`src/rtl/axis_rr_arbiter_pkg.sv`:
```
// Shared types and helpers for the AXI-Stream round-robin arbiter.
package axis_arb_pkg;

  typedef enum logic {IDLE = 1'b0, GRANT = 1'b1} arb_state_e;

  // Index width for n sources, never narrower than one bit.
  function automatic int id_w(input int n);
    return (n <= 2) ? 1 : $clog2(n);
  endfunction

endpackage

```
`src/rtl/axis_rr_arbiter_if.sv`:
```
// Bundle of the NUM_SRC source streams and the single arbitrated sink stream.
interface axis_rr_arbiter_if
  import axis_arb_pkg::*;
#(
  parameter int VAR_WIDTH = 16,
  parameter int NUM_SRC   = 4,
  parameter int ID_W      = id_w(NUM_SRC)
);
  // Source i data sits at bits [i*VAR_WIDTH +: VAR_WIDTH].
  logic [NUM_SRC-1:0][VAR_WIDTH-1:0] s_axis_tdata;
  logic [NUM_SRC-1:0]                s_axis_tvalid;
  logic [NUM_SRC-1:0]                s_axis_tready;
  logic [VAR_WIDTH-1:0]              m_axis_tdata;
  logic [ID_W-1:0]                   m_axis_tid;
  logic                              m_axis_tvalid;
  logic                              m_axis_tready;

  modport slave (
    input  s_axis_tdata, s_axis_tvalid, m_axis_tready,
    output s_axis_tready, m_axis_tdata, m_axis_tid, m_axis_tvalid
  );

  modport master (
    output s_axis_tdata, s_axis_tvalid, m_axis_tready,
    input  s_axis_tready, m_axis_tdata, m_axis_tid, m_axis_tvalid
  );
endinterface

```
`src/rtl/axis_rr_arbiter_rr_pick.sv`:
```
// Combinational rotating priority pick: first set req starting at ptr, wrapping mod N.
module rr_pick
  import axis_arb_pkg::*;
#(
  parameter int N = 4,
  parameter int W = id_w(N)
) (
  input  logic [N-1:0] req,
  input  logic [W-1:0] ptr,
  output logic [W-1:0] gnt_idx,
  output logic         gnt_any
);

  int idx;

  // Scan from the farthest offset down so the nearest hit is written last.
  always_comb begin
    gnt_idx = '0;
    gnt_any = 1'b0;
    idx     = 0;
    for (int k = N - 1; k >= 0; k--) begin
      idx = int'(ptr) + k;
      if (idx >= N) idx = idx - N;
      if (req[W'(idx)]) begin
        gnt_any = 1'b1;
        gnt_idx = W'(idx);
      end
    end
  end

endmodule

```
`src/rtl/axis_rr_arbiter.sv`:
```
// Round-robin burst arbiter: NUM_SRC AXIS sources onto one registered AXIS sink,
// each beat tagged with the index of the source that produced it.
module axis_rr_arbiter
  import axis_arb_pkg::*;
#(
  parameter int VAR_WIDTH = 16,
  parameter int NUM_SRC   = 4,
  parameter int BURST_LEN = 4
) (
  input logic            clk,
  input logic            rst,
  axis_rr_arbiter_if.slave bus
);

  localparam int ID_W  = id_w(NUM_SRC);
  localparam int CNT_W = $clog2(BURST_LEN + 1);

  arb_state_e           state_q, state_d;
  logic [ID_W-1:0]      grant_q, grant_d;
  logic [ID_W-1:0]      rr_ptr_q, rr_ptr_d;
  logic [CNT_W-1:0]     beat_cnt_q, beat_cnt_d;
  logic [VAR_WIDTH-1:0] tdata_q, tdata_d;
  logic [ID_W-1:0]      tid_q, tid_d;
  logic                 tvalid_q, tvalid_d;

  logic [ID_W-1:0]      pick_idx, next_ptr;
  logic                 pick_any, out_free, grant_vld, accept, last_beat;
  logic [NUM_SRC-1:0]   s_tready;

  rr_pick #(.N(NUM_SRC), .W(ID_W)) u_pick (
    .req     (bus.s_axis_tvalid),
    .ptr     (rr_ptr_q),
    .gnt_idx (pick_idx),
    .gnt_any (pick_any)
  );

  assign out_free  = !tvalid_q || bus.m_axis_tready;
  assign grant_vld = bus.s_axis_tvalid[grant_q];
  assign accept    = (state_q == GRANT) && grant_vld && out_free;
  assign last_beat = (beat_cnt_q == CNT_W'(BURST_LEN - 1));
  assign next_ptr  = (grant_q == ID_W'(NUM_SRC - 1)) ? '0 : grant_q + 1'b1;

  always_comb begin
    state_d    = state_q;
    grant_d    = grant_q;
    rr_ptr_d   = rr_ptr_q;
    beat_cnt_d = beat_cnt_q;
    tdata_d    = tdata_q;
    tid_d      = tid_q;
    tvalid_d   = tvalid_q;
    s_tready   = '0;

    case (state_q)
      IDLE: begin
        if (pick_any) begin
          grant_d    = pick_idx;
          beat_cnt_d = '0;
          state_d    = GRANT;
        end
      end
      GRANT: begin
        s_tready[grant_q] = out_free;
        if (accept) beat_cnt_d = beat_cnt_q + 1'b1;
        // A bubble only releases the grant when the sink could have taken a beat.
        if ((accept && last_beat) || (out_free && !grant_vld)) begin
          state_d  = IDLE;
          rr_ptr_d = next_ptr;
        end
      end
      default: state_d = IDLE;
    endcase

    if (out_free) begin
      tvalid_d = accept;
      if (accept) begin
        tdata_d = bus.s_axis_tdata[grant_q];
        tid_d   = grant_q;
      end
    end
  end

  always_ff @(posedge clk or posedge rst) begin
    if (rst) begin
      state_q    <= IDLE;
      grant_q    <= '0;
      rr_ptr_q   <= '0;
      beat_cnt_q <= '0;
      tdata_q    <= '0;
      tid_q      <= '0;
      tvalid_q   <= 1'b0;
    end else begin
      state_q    <= state_d;
      grant_q    <= grant_d;
      rr_ptr_q   <= rr_ptr_d;
      beat_cnt_q <= beat_cnt_d;
      tdata_q    <= tdata_d;
      tid_q      <= tid_d;
      tvalid_q   <= tvalid_d;
    end
  end

  assign bus.s_axis_tready = s_tready;
  assign bus.m_axis_tdata  = tdata_q;
  assign bus.m_axis_tid    = tid_q;
  assign bus.m_axis_tvalid = tvalid_q;

endmodule

```
`src/flat_wrapper.sv`:
```
// flat-port wrapper written by rule: the top's interface ports become plain ports
module axis_rr_arbiter_flat import axis_arb_pkg::*;
#(
  parameter int VAR_WIDTH = 16,
  parameter int NUM_SRC   = 4,
  parameter int BURST_LEN = 4
)
  (clk, rst, bus_s_axis_tdata, bus_s_axis_tvalid, bus_m_axis_tready, bus_s_axis_tready, bus_m_axis_tdata, bus_m_axis_tid, bus_m_axis_tvalid);
  axis_rr_arbiter_if #(.VAR_WIDTH(VAR_WIDTH), .NUM_SRC(NUM_SRC)) bus_i ();
  input logic clk;
  input logic rst;
  input wire logic [$bits(bus_i.s_axis_tdata)-1:0] bus_s_axis_tdata;
  input wire logic [$bits(bus_i.s_axis_tvalid)-1:0] bus_s_axis_tvalid;
  input wire logic [$bits(bus_i.m_axis_tready)-1:0] bus_m_axis_tready;
  output wire logic [$bits(bus_i.s_axis_tready)-1:0] bus_s_axis_tready;
  output wire logic [$bits(bus_i.m_axis_tdata)-1:0] bus_m_axis_tdata;
  output wire logic [$bits(bus_i.m_axis_tid)-1:0] bus_m_axis_tid;
  output wire logic [$bits(bus_i.m_axis_tvalid)-1:0] bus_m_axis_tvalid;
  assign bus_i.s_axis_tdata = bus_s_axis_tdata;
  assign bus_i.s_axis_tvalid = bus_s_axis_tvalid;
  assign bus_i.m_axis_tready = bus_m_axis_tready;
  assign bus_s_axis_tready = bus_i.s_axis_tready;
  assign bus_m_axis_tdata = bus_i.m_axis_tdata;
  assign bus_m_axis_tid = bus_i.m_axis_tid;
  assign bus_m_axis_tvalid = bus_i.m_axis_tvalid;
  axis_rr_arbiter #(.VAR_WIDTH(VAR_WIDTH), .NUM_SRC(NUM_SRC), .BURST_LEN(BURST_LEN)) u_core (.clk(clk), .rst(rst), .bus(bus_i));
endmodule
```
`config.mk`:
```
export PLATFORM = sky130hd
export DESIGN_NAME = axis_rr_arbiter_flat
export DESIGN_NICKNAME = d
export VERILOG_FILES = /design/src/rtl/axis_rr_arbiter_pkg.sv /design/src/rtl/axis_rr_arbiter_if.sv /design/src/rtl/axis_rr_arbiter_rr_pick.sv /design/src/rtl/axis_rr_arbiter.sv /design/src/flat_wrapper.sv
export SDC_FILE = /design/constraint.sdc
export NUM_CORES = 1
export LEC_CHECK = 0
export CORE_MARGIN = 2
export CORE_UTILIZATION = 39
export DETAILED_ROUTE_END_ITERATION = 12
export GPL_TIMING_DRIVEN = 0
export PLACE_DENSITY = 0.78
export SYNTH_ARGS = -nofsm -noshare
export SYNTH_HDL_FRONTEND = slang
export SYNTH_SLANG_ARGS = --single-unit
```
`constraint.sdc`:
```
create_clock -name clk -period 2.32 [get_ports clk]
set_input_delay 0.232 -clock clk [delete_from_list [all_inputs] [get_ports clk]]
set_output_delay 0.232 -clock clk [all_outputs]
set_load 0.03 [all_outputs]
```
Yosys cells after proc, flatten, opt, wreduce, memory -nomap -nowiden. Index checks and enable logic that the tools add are counted.

Bits in writable memories: 0. Bits in read-only memories: 0. Register bits after elaboration: 27. Bits in latches: 0. Memories kept: 0.

Multiply operators: 0. Divide/modulo/power cells: 0. Multiplexer cells: 38. Equality and inequality tests: 4. Magnitude comparators: 10. Reduce and logical (&&, ||, !) cells: 13. Shifts and indexed selects: 0. Bitwise operators: 2. $add $sub $neg: 9.

Operator list (number): 16-bit binary-select mux with 2-bit select (1); 2-bit two-way mux (9); 2-bit by 4-bit less-than comparator with 1-bit output (second input constant) (4); 1-bit two-way mux (16); 16-bit two-way mux (1); 1-bit binary-select mux with 2-bit select (5); 3-bit >= comparator (second input constant) (3); 2-bit AND reduction (4); 2-bit by 1-bit subtractor with 2-bit output (second input constant) (4); 2-bit by 2-bit adder with 3-bit output (second input constant) (2); 3-bit two-way mux (2); 3-bit case mux with 2 select lines (1); 1-bit logical AND (5); 4-bit AND (1); 4-bit two-way mux (1); 2-bit by 1-bit adder with 3-bit output (second input constant) (1); 3-bit by 1-bit adder with 3-bit output (second input constant) (1); 3-bit by 2-bit == test with 1-bit output (second input constant) (1); 2-bit by 3-bit >= comparator with 1-bit output (second input constant) (1); 2-bit by 3-bit less-than comparator with 1-bit output (second input constant) (1); 2-bit by 1-bit adder with 2-bit output (second input constant) (1); 1-bit demux with 2-bit select (1); 2-bit == test (second input constant) (1); 2-bit by 1-bit >= comparator with 1-bit output (second input constant) (1); 6 further kinds (8).

Depth between registers and ports, before layout. Gate-level depths: netlist of the first run.

Word-level depth: 12. Gate-level depth with buffers: 5. Depth with buffers taken out: 5.

Modules after synthesis. A second synthesis of the first run with hierarchy kept.

Cells, all modules: 124. Area total of the unflattened synthesis: 1707.9 sq um.

Modules (own cells, without submodules): axis_rr_arbiter (cells each 111, area an instance 1630.3 sq um, instances 1); rr_pick (cells each 13, area an instance 77.6 sq um, instances 1).

Least setup slack after synthesis of the first run. No wires, ideal clock.

Path kind: reg2reg. From: register u_core.grant_q[1]. To: register u_core.tdata_q[3], in the netlist u_core.bus.m_axis_tdata[3]. Arrival: 1.685 ns. Stages on the path, launching flop included: 6. Data required time: 2.195 ns. Setup slack: 0.510 ns. Library setup time: 0.125 ns. Cells stage by stage: dfrtp_1 buf_6 mux4_2 nand3_1 buf_6 mux2_2.

Cells in the longest elaborated chain, start to end: 5.

RTL lines: start: declaration (RTL line axis_rr_arbiter.sv:19) `logic [ID_W-1:0] grant_q, grant_d;`; start signal: assignment (RTL line axis_rr_arbiter.sv:93) `grant_q <= grant_d;`; 1-bit binary-select mux with 2-bit select (RTL line axis_rr_arbiter.sv:38) `assign grant_vld = bus.s_axis_tvalid[grant_q];`; 1-bit two-way mux (implied by the code) (RTL line axis_rr_arbiter.sv:38); 1-bit logical AND (2 in series) (RTL line axis_rr_arbiter.sv:39) `assign accept = (state_q == GRANT) && grant_vld && out_free;`; 2-bit AND reduction (no line); end signal: assignment (RTL line axis_rr_arbiter.sv:96) `tdata_q <= tdata_d;`; end: declaration (RTL line axis_rr_arbiter.sv:22) `logic [VAR_WIDTH-1:0] tdata_q, tdata_d;`.

Parallel ways exist; a longest one is shown, timed or not. The select of a mux whose other input is x is not followed. A chain may end at the register's enable or synchronous reset.

Worst setup path after layout of the first run.
From: register u_core.grant_q[1]. To: output port bus_s_axis_tready[1].

Cells in the longest elaborated chain, start to end: 6.

RTL lines: 2-bit by 3-bit less-than comparator with 1-bit output (implied by the code) or 2-bit by 1-bit >= comparator with 1-bit output (tied branches) (RTL line axis_rr_arbiter.sv:62) `s_tready[grant_q] = out_free;`; 1-bit logical AND (implied by the code) (RTL line axis_rr_arbiter.sv:62); 1-bit two-way mux (implied by the code) (RTL line axis_rr_arbiter.sv:62); 1-bit demux with 2-bit select (*); 4-bit AND (no line) (*); 4-bit two-way mux (*) (RTL line axis_rr_arbiter.sv:53) `case (state_q)`; end: declaration (RTL line flat_wrapper.sv:15) `output wire logic [$bits(bus_i.s_axis_tready)-1:0] bus_s_axis_tready;`.

Mark *: on every way between the ends. The rest lies on a longest branch, timed or not.

==> Flow_metrics.wiki, run 1 <==
{| class="wikitable"
! Metric !! Value
|-
| Synth Register Bits || 27
|-
| Synth top area share || 39.9%
|-
| Number of antenna violations at the first check in global routing || 0
|-
| Compound-cell area share of the yosys netlist || 6.36%
|-
| Post-DR wirelength/cell || 17.2 µm
|-
| FMAX || 0.444 GHz
|-
| Ant diodes || 0
|-
| Total Neg Setup Slack || 0 ns
|-
| Leading cell types by count after synthesis || 27 x dfrtp_1, 18 x mux2_2, 17 x mux4_2, 7 x inv_1, 6 x ha_1
|-
| Parity-gate share of the synthesized area counting xor and xnor cells || 0%
|-
| Minimum period implied by the final worst setup slack || 2.25 ns
|-
| Worst setup path endpoint || bus_s_axis_tready[1]
|-
| EDFF count, synth || 0
|-
| Slew at the pin closest to its max-slew limit || 0.997 ns
|-
| Final slew viol count || 0
|-
| Top-count cell post-synth || dfrtp_1
|-
| Levels on crit path || 5
|-
| Clock tree from TritonCTS || built
|-
| CTS Sinks || 27
|-
| R2R Path Start || u_core.grant_q[1]
|-
| Mux share of post-synthesis cell area || 38.3%
|-
| Startpoint Class || flip-flop
|-
| Via/cell ratio || 5.31
|-
| Total length of routed wires || 4.63 mm
|-
| Post-Route Skew || 0.00240 ns
|-
| Share of final-layout standard cells stronger than drive strength 1 || 21.9%
|-
| Number of warnings issued by yosys || 0
|-
| Core Rows || 23
|-
| WP buf/inv || 3
|-
| End of the worst register-to-register path || u_core.bus.m_axis_tdata[15]
|-
| Post-route worst hold slack || 0.480 ns
|-
| Effective utilization at floorplan || 41.4%
|-
| Worst Setup Slack post-DPL || -0.108 ns
|-
| Number of port buffers || 93
|-
| Final count of negative-setup-slack endpoints || 0
|-
| Slack of the worst reg-to-reg path || 0.23 ns
|-
| Outcome || complete, no violations
|-
| Netlist cell types || 27
|-
| Global-route congestion overflow total || 0
|-
| Vias after detailed routing || 1429
|-
| Clk buf depth || 2
|-
| Placer's final routability congestion estimate || 0.840
|-
| Core ar. || 0.00409 mm²
|-
| Clock root cell || clkbuf_8
|-
| Min setup slack post-route || 0.0664 ns
|-
| Dominant cell type by area after synthesis || dfrtp_1
|-
| Power per Cell Area || 1190 mW/mm²
|-
| Synthesized netlist net count || 200
|-
| Final layout net count || 297
|-
| Die height || 69.9 µm
|-
| IR Drop Worst-Case VDD || 0.736 mV
|-
| Number of design rule violations left after detail routing || 0
|-
| Die W || 69.9 µm
|-
| Ys async rst share || 100%
|-
| Placed Cells incl. Taps || 266
|-
| Tightest slew margin relative to the limit || 33.5%
|-
| RSZ-0062 raised after global routing || false
|-
| Most area-consuming cells after synthesis || dfrtp_1 40%, mux4_2 23%, mux2_2 12%
|-
| Top Ports || 94
|-
| DRC marker count from the first detailed-route iteration || 33
|-
| Share of the yosys chip area belonging to registers || 39.9%
|-
| Mean post-synth cell area || 13.8 µm²
|-
| Family of cells with the greatest summed delay on the critical path || buffers and inverters
|-
| Required time reported for the critical path endpoint || 2.09 ns
|-
| H-tree lvl count || 1
|-
| Crit path max fanout || 19
|-
| Final period utilization || 97.1%
|-
| Total of hold buffers inserted after clock tree synthesis || 0
|-
| Post-synthesis share of cell area spent on and, or, nand and nor gates || 6.21%
|-
| Critical-path cell list || buf_6 > inv_1 > ha_1 > and3_1 > clkdlybuf4s50_1
|-
| Overall Global Routing Usage || 19.9%
|-
| Arr. time, crit path || 2.02 ns
|-
| Post-CTS Repair Setup Buffers || 0
|-
| Clock transition at path regs || 0.09 ns
|-
| Leak || 1.11 nW
|-
| CP max-delay cell || clkdlybuf4s50_1
|-
| Post-route non-filler standard cell count || 269
|-
| Area share of fa/ha/maj cells after synthesis || 4.43%
|-
| Synthesized instance count || 123
|-
| Layout overhead on the synthesized area || 61.3%
|-
| Largest net degree at the start of global routing || 28
|-
| Flip-flop cell with the highest count after synthesis || dfrtp_1
|-
| HPWL after detailed placement || 3.88 mm
|-
| # Max-Cap Violations || 0
|-
| Number of detailed-routing iterations run before antenna repair || 4
|-
| Class of the worst hold path || input pin to async pin
|-
| Number of buffers added by the clock tree synthesis step || 3
|-
| Kind of capture point of the worst setup path || output port
|-
| First-pass GRT wire length || 7.66 mm
|-
| Insertion delay to the later sink of the worst-skew pair || 0.28 ns
|-
| Slowest cell delay on critical path || 0.67 ns
|-
| Post-layout util || 66.8%
|-
| Dominant combinational cell family by area after synthesis || multiplexers
|-
| Summed instance area of the synthesized netlist || 0.00169 mm²
|-
| Critical Path Start || u_core.grant_q[1]
|-
| Routed Antenna Nets || 0
|-
| Critical Setup Path Class || flip-flop to output port
|-
| Cell count of the worst reg-to-reg path || 5
|-
| Die area || 0.00488 mm²
|-
| Hold Fails Final Rpt || 0
|-
| Number of global-route vias before repair || 1566
|}
==> worst min-delay path by stage <==
stage                              start                     endpoint  slack, ns  cells after the start
floorplan                            rst         u_core.beat_cnt_q[0]       0.28                      1
global placement    u_core.beat_cnt_q[0]         u_core.beat_cnt_q[0]       0.47                      1
detailed placement  u_core.beat_cnt_q[0]         u_core.beat_cnt_q[0]       0.47                      1
CTS                 u_core.beat_cnt_q[0]         u_core.beat_cnt_q[0]       0.49                      1
global route        u_core.beat_cnt_q[0]         u_core.beat_cnt_q[0]       0.51                      1
finish                               rst  u_core.bus.m_axis_tdata[11]       0.48                      2
==> cell type report <==
class                      instances  area, µm²
fill                             319       1360
multi-input combinational         81        936
timing repair buffer              93        928
sequential                        27        676
tap                               50       62.6
buffer                             7       55.1
clock buffer                       3       41.3
inverter                           7       26.3
clock inverter                     1       5.00
==> worst reg2reg max path, stage by stage (launching register included) <==
cell and delay [ns]:
dfrtp_1 0.44, buf_6 0.25, mux4_2 0.60, nand3_1 0.17
buf_6 0.18, mux2_2 0.35
==> state kept, by name (all words and copies together) (netlist names) <==
name / count
u_core.rr_ptr_q: 2
u_core.beat_cnt_q: 3
u_core.state_q: 1
u_core.grant_q: 2
u_core.bus.m_axis_tvalid: 1
u_core.bus.m_axis_tdata: 16
u_core.bus.m_axis_tid: 2
==> what timing repair did <==
item	CTS	global route
endpoints found under the setup margin	3	0
endpoints found under the hold margin	0	0
resized for setup	4	0
==> cell families after synthesis <==
logic type	after synthesis
compound gates	15
fa+ha+maj	6
flops	27
buf+inv	15
simple gates	19
mux	41
==> metrics by stage <==
| step | power [mW] | area, µm² |
|---|---|---|
| floorplan | 2.28 | 1690 |
| global placement | 2.97 | 2690 |
| detailed placement | 3.03 | 2690 |
| CTS | 3.30 | 2730 |
| global route | 3.47 | 2730 |
| finish | 3.25 | 2730 |
==> cells in the final DEF (no fill, tap or decap), types with 2 or more instances in the layout <==
| cell type | n |
|---|---|
| o21ai_0 | 5 |
| ha_1 | 6 |
| clkdlybuf4s50_1 | 91 |
| nand2_1 | 3 |
| o31ai_1 | 2 |
| clkbuf_8 | 3 |
| mux2_1 | 2 |
| nor2b_1 | 2 |
| dfrtp_1 | 27 |
| mux2_2 | 18 |
| mux2i_1 | 4 |
| nand2b_1 | 3 |
| inv_1 | 7 |
| mux4_2 | 17 |
| dlygate4sd2_1 | 2 |
| and3_1 | 4 |
| nor2_1 | 3 |
| a21oi_1 | 3 |
| buf_6 | 3 |
==> power breakdown <==
| group | switching, mW | internal [mW] | leakage (nW) |
|---|---|---|---|
| registers | 0.146 | 0.713 | 0.322 |
| logic | 1.02 | 1.10 | 0.766 |
| clock network | 0.147 | 0.121 | 0.0255 |
| total | 1.32 | 1.94 | 1.11 |
==> metal layers <==
metal | wire, µm | track usage, % | up-vias | part of all wire (%)
met5 | 0 | 0 | - | 0
met1 | 1800 | 23.0 | 714 | 39
met2 | 2520 | 36.7 | 46 | 54
li1 | - | - | 662 | -
met3 | 256 | 5.34 | 7 | 5.5
met4 | 56 | 4.27 | 0 | 1.2
No activity file was read; power rests on OpenSTA's default activity.
==> run 2: changes to the inputs <==
Settings changed: HOLD_SLACK_MARGIN set to 0.12, RECOVER_POWER set to 100.
==> run 2 against run 1 <==
  * Routed wire length increased by 0.24%
  * Core utilization decreased by 0.31 points
  * Clock-buffer cell count unchanged
  * Sequential power decreased by 0.9%
  * Setup slack improved by 0.00061 ns
  * Largest power group unchanged
  * Via count increased by 0.49%
  * Worst hold slack improved by 0.0081 ns
  * Flip-flop and latch count unchanged
  * Total power decreased by 3.0%
  * Die area unchanged
  * Critical path type unchanged
==> Flow_metrics.wiki, run 2 (synthesis results as in run 1) <==
{| class="wikitable"
! Metric !! Value
|-
| Clock tree from TritonCTS || built
|-
| Switching power as a share of total power || 41.4%
|-
| Die area || 0.00488 mm²
|-
| Critical Setup Path Class || flip-flop to output port
|-
| Top Ports || 94
|-
| R2R Path Start || u_core.grant_q[1]
|-
| Required time reported for the critical path endpoint || 2.09 ns
|-
| Critical-path cell list || buf_6 > inv_1 > ha_1 > and3_1 > clkdlybuf4s50_1
|-
| Fraction of power consumed by the clock network || 8.5%
|-
| Final slew viol count || 0
|-
| Slowest cell delay on critical path || 0.67 ns
|-
| First-pass GRT wire length || 7.66 mm
|-
| Startpoint Class || flip-flop
|-
| Tightest slew margin relative to the limit || 33.8%
|-
| # Max-Cap Violations || 0
|-
| Total length of routed wires || 4.64 mm
|-
| Leading cell types in the layout, fill and taps excluded || 69 x clkdlybuf4s50_1, 27 x dfrtp_1, 22 x dlygate4sd3_1
|-
| Routed Antenna Nets || 0
|-
| Number of buffers added by the clock tree synthesis step || 3
|-
| Largest net degree at the start of global routing || 28
|-
| Combinational power share || 64.6%
|-
| Clock transition at path regs || 0.09 ns
|-
| Min setup slack post-route || 0.0671 ns
|-
| Kind of capture point of the worst setup path || output port
|-
| Clk buf depth || 2
|-
| Total of hold buffers inserted after clock tree synthesis || 0
|-
| Min-delay src || u_core.beat_cnt_q[0]
|-
| Final layout net count || 297
|-
| Post-DR wirelength/cell || 17.2 µm
|-
| Slew at the pin closest to its max-slew limit || 0.992 ns
|-
| RSZ-0062 raised after global routing || false
|-
| Final instance area || 0.00272 mm²
|-
| HPWL after detailed placement || 3.88 mm
|-
| H-tree lvl count || 1
|-
| Number of antenna violations at the first check in global routing || 0
|-
| Insertion delay to the later sink of the worst-skew pair || 0.28 ns
|-
| Arr. time, crit path || 2.02 ns
|-
| Post-Route Skew || 0.00227 ns
|-
| Sw power || 1.31 mW
|-
| Number of design rule violations left after detail routing || 0
|-
| Effective utilization at floorplan || 41.4%
|-
| Number of port buffers || 93
|-
| CTS Sinks || 27
|-
| Final Total Pwr || 3.16 mW
|-
| Part of the total power dissipated in sequential elements || 27.0%
|-
| Crit path max fanout || 19
|-
| Leading cell type in the layout, fill and taps excluded || clkdlybuf4s50_1
|-
| Core ar. || 0.00409 mm²
|-
| Depth of the worst hold-timing path || 1
|-
| Final count of negative-setup-slack endpoints || 0
|-
| Class of the worst hold path || flip-flop to flip-flop
|-
| Core Rows || 23
|-
| DRC marker count from the first detailed-route iteration || 30
|-
| Minimum period implied by the final worst setup slack || 2.25 ns
|-
| Overall Global Routing Usage || 19.9%
|-
| Internal power || 1.85 mW
|-
| Ant diodes || 0
|-
| Layout overhead on the synthesized area || 60.5%
|-
| Number of global-route vias before repair || 1566
|-
| Vias after detailed routing || 1436
|-
| Leak || 1.12 nW
|-
| Max FFs per register || 16
|-
| End of the worst register-to-register path || u_core.bus.m_axis_tdata[15]
|-
| Hold Fails Final Rpt || 0
|-
| Placed Instance Area || 0.00269 mm²
|-
| Number of detailed-routing iterations run before antenna repair || 4
|-
| Final period utilization || 97.1%
|-
| FMAX || 0.444 GHz
|-
| Power per Cell Area || 1160 mW/mm²
|-
| Slack of the worst reg-to-reg path || 0.12 ns
|-
| Die height || 69.9 µm
|-
| IR Drop Worst-Case VDD || 0.711 mV
|-
| Placer's final routability congestion estimate || 0.840
|-
| Outcome || complete, no violations
|-
| Share of final-layout standard cells stronger than drive strength 1 || 21.9%
|-
| Die W || 69.9 µm
|-
| Filler Cells Inserted || 319
|-
| Cell count of the worst reg-to-reg path || 5
|-
| Post-route non-filler standard cell count || 269
|-
| End point of the worst hold path || u_core.beat_cnt_q[0]
|-
| Worst Setup Slack post-DPL || -0.108 ns
|-
| CP max-delay cell || clkdlybuf4s50_1
|-
| Global-route congestion overflow total || 0
|-
| Post-layout util || 66.5%
|-
| Placed Cells incl. Taps || 266
|-
| Clock root cell || clkbuf_8
|-
| Via/cell ratio || 5.34
|}
-- run 2: critical path: cells and delay by family, from the launching register on --
kind                       cells  cell delay, ns
buffers and inverters          3            0.99
DFF                            1            0.44
adders and majority gates      1            0.15
and+or+nand+nor                1            0.15
-- run 2: power by group through the flow --
stage / registers (mW) / logic (mW) / clock network (mW)
finish: 0.851 / 2.04 / 0.268
CTS: 0.861 / 2.16 / 0.282
detailed placement: 0.870 / 2.16 / 0
floorplan: 1.19 / 1.09 / 0
global placement: 0.854 / 2.12 / 0
global route: 0.883 / 2.20 / 0.298
-- run 2: metrics by stage --
step / setup TNS, ns / hold WS (ns)
5_1_grt: 0 / 0.506
3_5_place_dp: -0.213 / 0.472
3_3_place_gp: -0.0928 / 0.466
4_1_cts: 0 / 0.489
2_1_floorplan: 0 / 0.285
6_report: 0 / 0.488
-- run 2: layout make-up --
class                           count  area, µm²  area share (%)
Buffer                              7       42.5            1.57
Clock buffer                        3       41.3            1.52
Clock inverter                      1       5.00           0.184
Inverter                            7       26.3           0.967
Multi-Input combinational cell     81        936            34.4
Sequential cell                    27        676            24.9
Tap cell                           50       62.6            2.30
Timing Repair Buffer               93        928            34.2
-- run 2: worst max-delay path by stage --
stage / startpoint / depth (start not counted) / endpoint
5_1_grt: u_core.grant_q[1] / 5 / bus_s_axis_tready[1]
3_5_place_dp: u_core.grant_q[1] / 6 / bus_s_axis_tready[0]
3_3_place_gp: u_core.grant_q[1] / 6 / bus_s_axis_tready[1]
4_1_cts: u_core.grant_q[1] / 5 / bus_s_axis_tready[1]
2_1_floorplan: u_core.grant_q[1] / 5 / u_core.bus.m_axis_tdata[3]
6_report: u_core.grant_q[1] / 5 / bus_s_axis_tready[1]
-- run 2: layer usage --
metal	global-route usage (%)	vias up	wire [µm]	share of wire (%)
met5	0	-	0	0
met1	23.0	720	1800	39
li1	-	661	-	-
met4	4.27	0	56	1.2
met2	36.7	48	2520	54
met3	5.34	7	264	5.7
-- run 2: repair_timing --
action / CTS / global route
setup buffers: 0 / 0
gates resized for setup: 4 / 0
setup endpoints to repair: 3 / 0
==> run 3: changes to the inputs <==
Settings changed: SKIP_CTS_REPAIR_TIMING set to 1.
==> run 3 against run 2 <==
  * Register-to-register slack improved by 0.14 ns
  * First-iteration DRC count unchanged
  * Combinational power about the same
  * Worst hold slack about the same
  * Routed wire length is 0.13% lower
  * Design area fell by 0.14%
  * Sequential power about the same
  * Total power increased by 0.36%
  * Maximum frequency is 5.8% higher
  * Sequential share of layout area about the same
  * Critical path depth is 2 lower
  * Highest routed layer unchanged
==> Flow_metrics.wiki, run 3 (synthesis results as in run 1) <==
{| class="wikitable"
! Metric !! Value
|-
| Max FFs per register || 16
|-
| Vias after detailed routing || 1442
|-
| Slack of the worst reg-to-reg path || 0.26 ns
|-
| Placer's final routability congestion estimate || 0.840
|-
| RSZ-0062 raised after global routing || false
|-
| Number of design rule violations left after detail routing || 0
|-
| Via/cell ratio || 5.36
|-
| Largest net degree at the start of global routing || 28
|-
| Die height || 69.9 µm
|-
| FMAX || 0.470 GHz
|-
| Insertion delay to the later sink of the worst-skew pair || 0.28 ns
|-
| Leading cell type in the layout, fill and taps excluded || clkdlybuf4s50_1
|-
| Placed Instance Area || 0.00269 mm²
|-
| Critical Setup Path Class || flip-flop to output port
|-
| Clock tree from TritonCTS || built
|-
| Share of final-layout standard cells stronger than drive strength 1 || 21.9%
|-
| Post-Route Skew || 0.00444 ns
|-
| Ant diodes || 0
|-
| IR Drop Worst-Case VDD || 0.712 mV
|-
| Tightest slew margin relative to the limit || 33.0%
|-
| Effective utilization at floorplan || 41.4%
|-
| # Max-Cap Violations || 0
|-
| Routed Antenna Nets || 0
|-
| Leading cell types in the layout, fill and taps excluded || 69 x clkdlybuf4s50_1, 27 x dfrtp_1, 21 x dlygate4sd3_1
|-
| Critical Path Start || u_core.state_q
|-
| Die W || 69.9 µm
|-
| Arr. time, crit path || 1.90 ns
|-
| Slew at the pin closest to its max-slew limit || 1.00 ns
|-
| Clk buf depth || 2
|-
| H-tree lvl count || 1
|-
| R2R Path Start || u_core.grant_q[1]
|-
| Total Neg Setup Slack || 0 ns
|-
| Class of the worst hold path || flip-flop to flip-flop
|-
| Final count of negative-setup-slack endpoints || 0
|-
| First-pass GRT wire length || 7.70 mm
|-
| Crit path max fanout || 10
|-
| Number of global-route vias before repair || 1574
|-
| Number of port buffers || 93
|-
| Final instance area || 0.00271 mm²
|-
| Core Rows || 23
|-
| Overall Global Routing Usage || 20.0%
|-
| Clock transition at path regs || 0.09 ns
|-
| Number of antenna violations at the first check in global routing || 0
|-
| DRC marker count from the first detailed-route iteration || 30
|-
| Number of buffers added by the clock tree synthesis step || 3
|-
| Kind of capture point of the worst setup path || output port
|-
| Total length of routed wires || 4.63 mm
|-
| End of the worst register-to-register path || u_core.rr_ptr_q[0]
|-
| Outcome || complete, no violations
|-
| Layout overhead on the synthesized area || 60.3%
|-
| Required time reported for the critical path endpoint || 2.09 ns
|-
| Number of detailed-routing iterations run before antenna repair || 4
|-
| Final layout net count || 297
|-
| CTS Sinks || 27
|-
| Post-route non-filler standard cell count || 269
|-
| Area occupied by multi-input gates || 936 µm²
|-
| Clock root cell || clkbuf_8
|-
| Final slew viol count || 0
|-
| Power per Cell Area || 1170 mW/mm²
|-
| Placed Cells incl. Taps || 266
|-
| Min-delay src || u_core.beat_cnt_q[0]
|-
| Die area || 0.00488 mm²
|-
| Post-DR wirelength/cell || 17.2 µm
|-
| Worst setup path endpoint || bus_s_axis_tready[3]
|-
| HPWL after detailed placement || 3.88 mm
|-
| Reg area || 676 µm²
|-
| Filler Cells Inserted || 322
|-
| Top Ports || 94
|-
| Cell count of the worst reg-to-reg path || 4
|-
| Minimum period implied by the final worst setup slack || 2.13 ns
|-
| Hold Fails Final Rpt || 0
|-
| Global-route congestion overflow total || 0
|-
| Final period utilization || 91.7%
|-
| Post-route worst hold slack || 0.487 ns
|-
| Core ar. || 0.00409 mm²
|-
| Leak || 1.11 nW
|-
| Startpoint Class || flip-flop
|}
run 3: cell types whose count changed in the layout (fill, tap and decap cells not counted):
cell / change
clkbuf_1: +3
buf_6: +2
clkbuf_2: -2
dlygate4sd2_1: -2
buf_4: -1
clkbuf_4: +1
dlygate4sd3_1: -1
run 3: per-stage QoR:
stage / utilization [%] / worst slack, ns / power (mW)
floorplan: - / 0.510 / 2.28
global placement: 65.7 / -0.0466 / 2.97
global route: 66.4 / 0.0961 / 3.39
finish: 66.4 / 0.191 / 3.17
CTS: 66.9 / -0.443 / 3.31
detailed placement: 65.7 / -0.108 / 3.03
run 3: cell type report:
class	count	area share (%)
Multi-Input combinational cell	81	34.5
Timing Repair Buffer	93	33.6
Sequential cell	27	24.9
Tap cell	50	2.31
Buffer	7	2.03
Clock buffer	3	1.52
Inverter	7	0.968
Clock inverter	1	0.184
run 3: worst min path at each step:
stage / endpoint / depth (start not counted)
floorplan: u_core.beat_cnt_q[0] / 1
global placement: u_core.beat_cnt_q[0] / 1
detailed placement: u_core.beat_cnt_q[0] / 1
CTS: u_core.beat_cnt_q[0] / 1
global route: u_core.beat_cnt_q[0] / 1
finish: u_core.beat_cnt_q[0] / 1
run 3: power by group:
| part | leakage [nW] | total, mW | internal, mW | switching, mW |
|---|---|---|---|---|
| clock network | 0.0255 | 0.269 | 0.121 | 0.149 |
| logic | 0.760 | 2.05 | 1.02 | 1.03 |
| registers | 0.322 | 0.850 | 0.713 | 0.138 |
run 3: routing by layer:
metal / track usage (%) / vias up / wire [µm]
met1: 23.5 / 720 / 1760
li1: - / 663 / -
met5: 0 / - / 0
met2: 36.0 / 50 / 2510
met4: 5.13 / 0 / 78
met3: 5.48 / 9 / 277
run 3: worst max-delay path, stage by stage, from the launching register on:
cell,delay (ns)
dfrtp_1,0.40
clkbuf_1,0.33
and3_1,0.22
clkdlybuf4s50_1,0.67
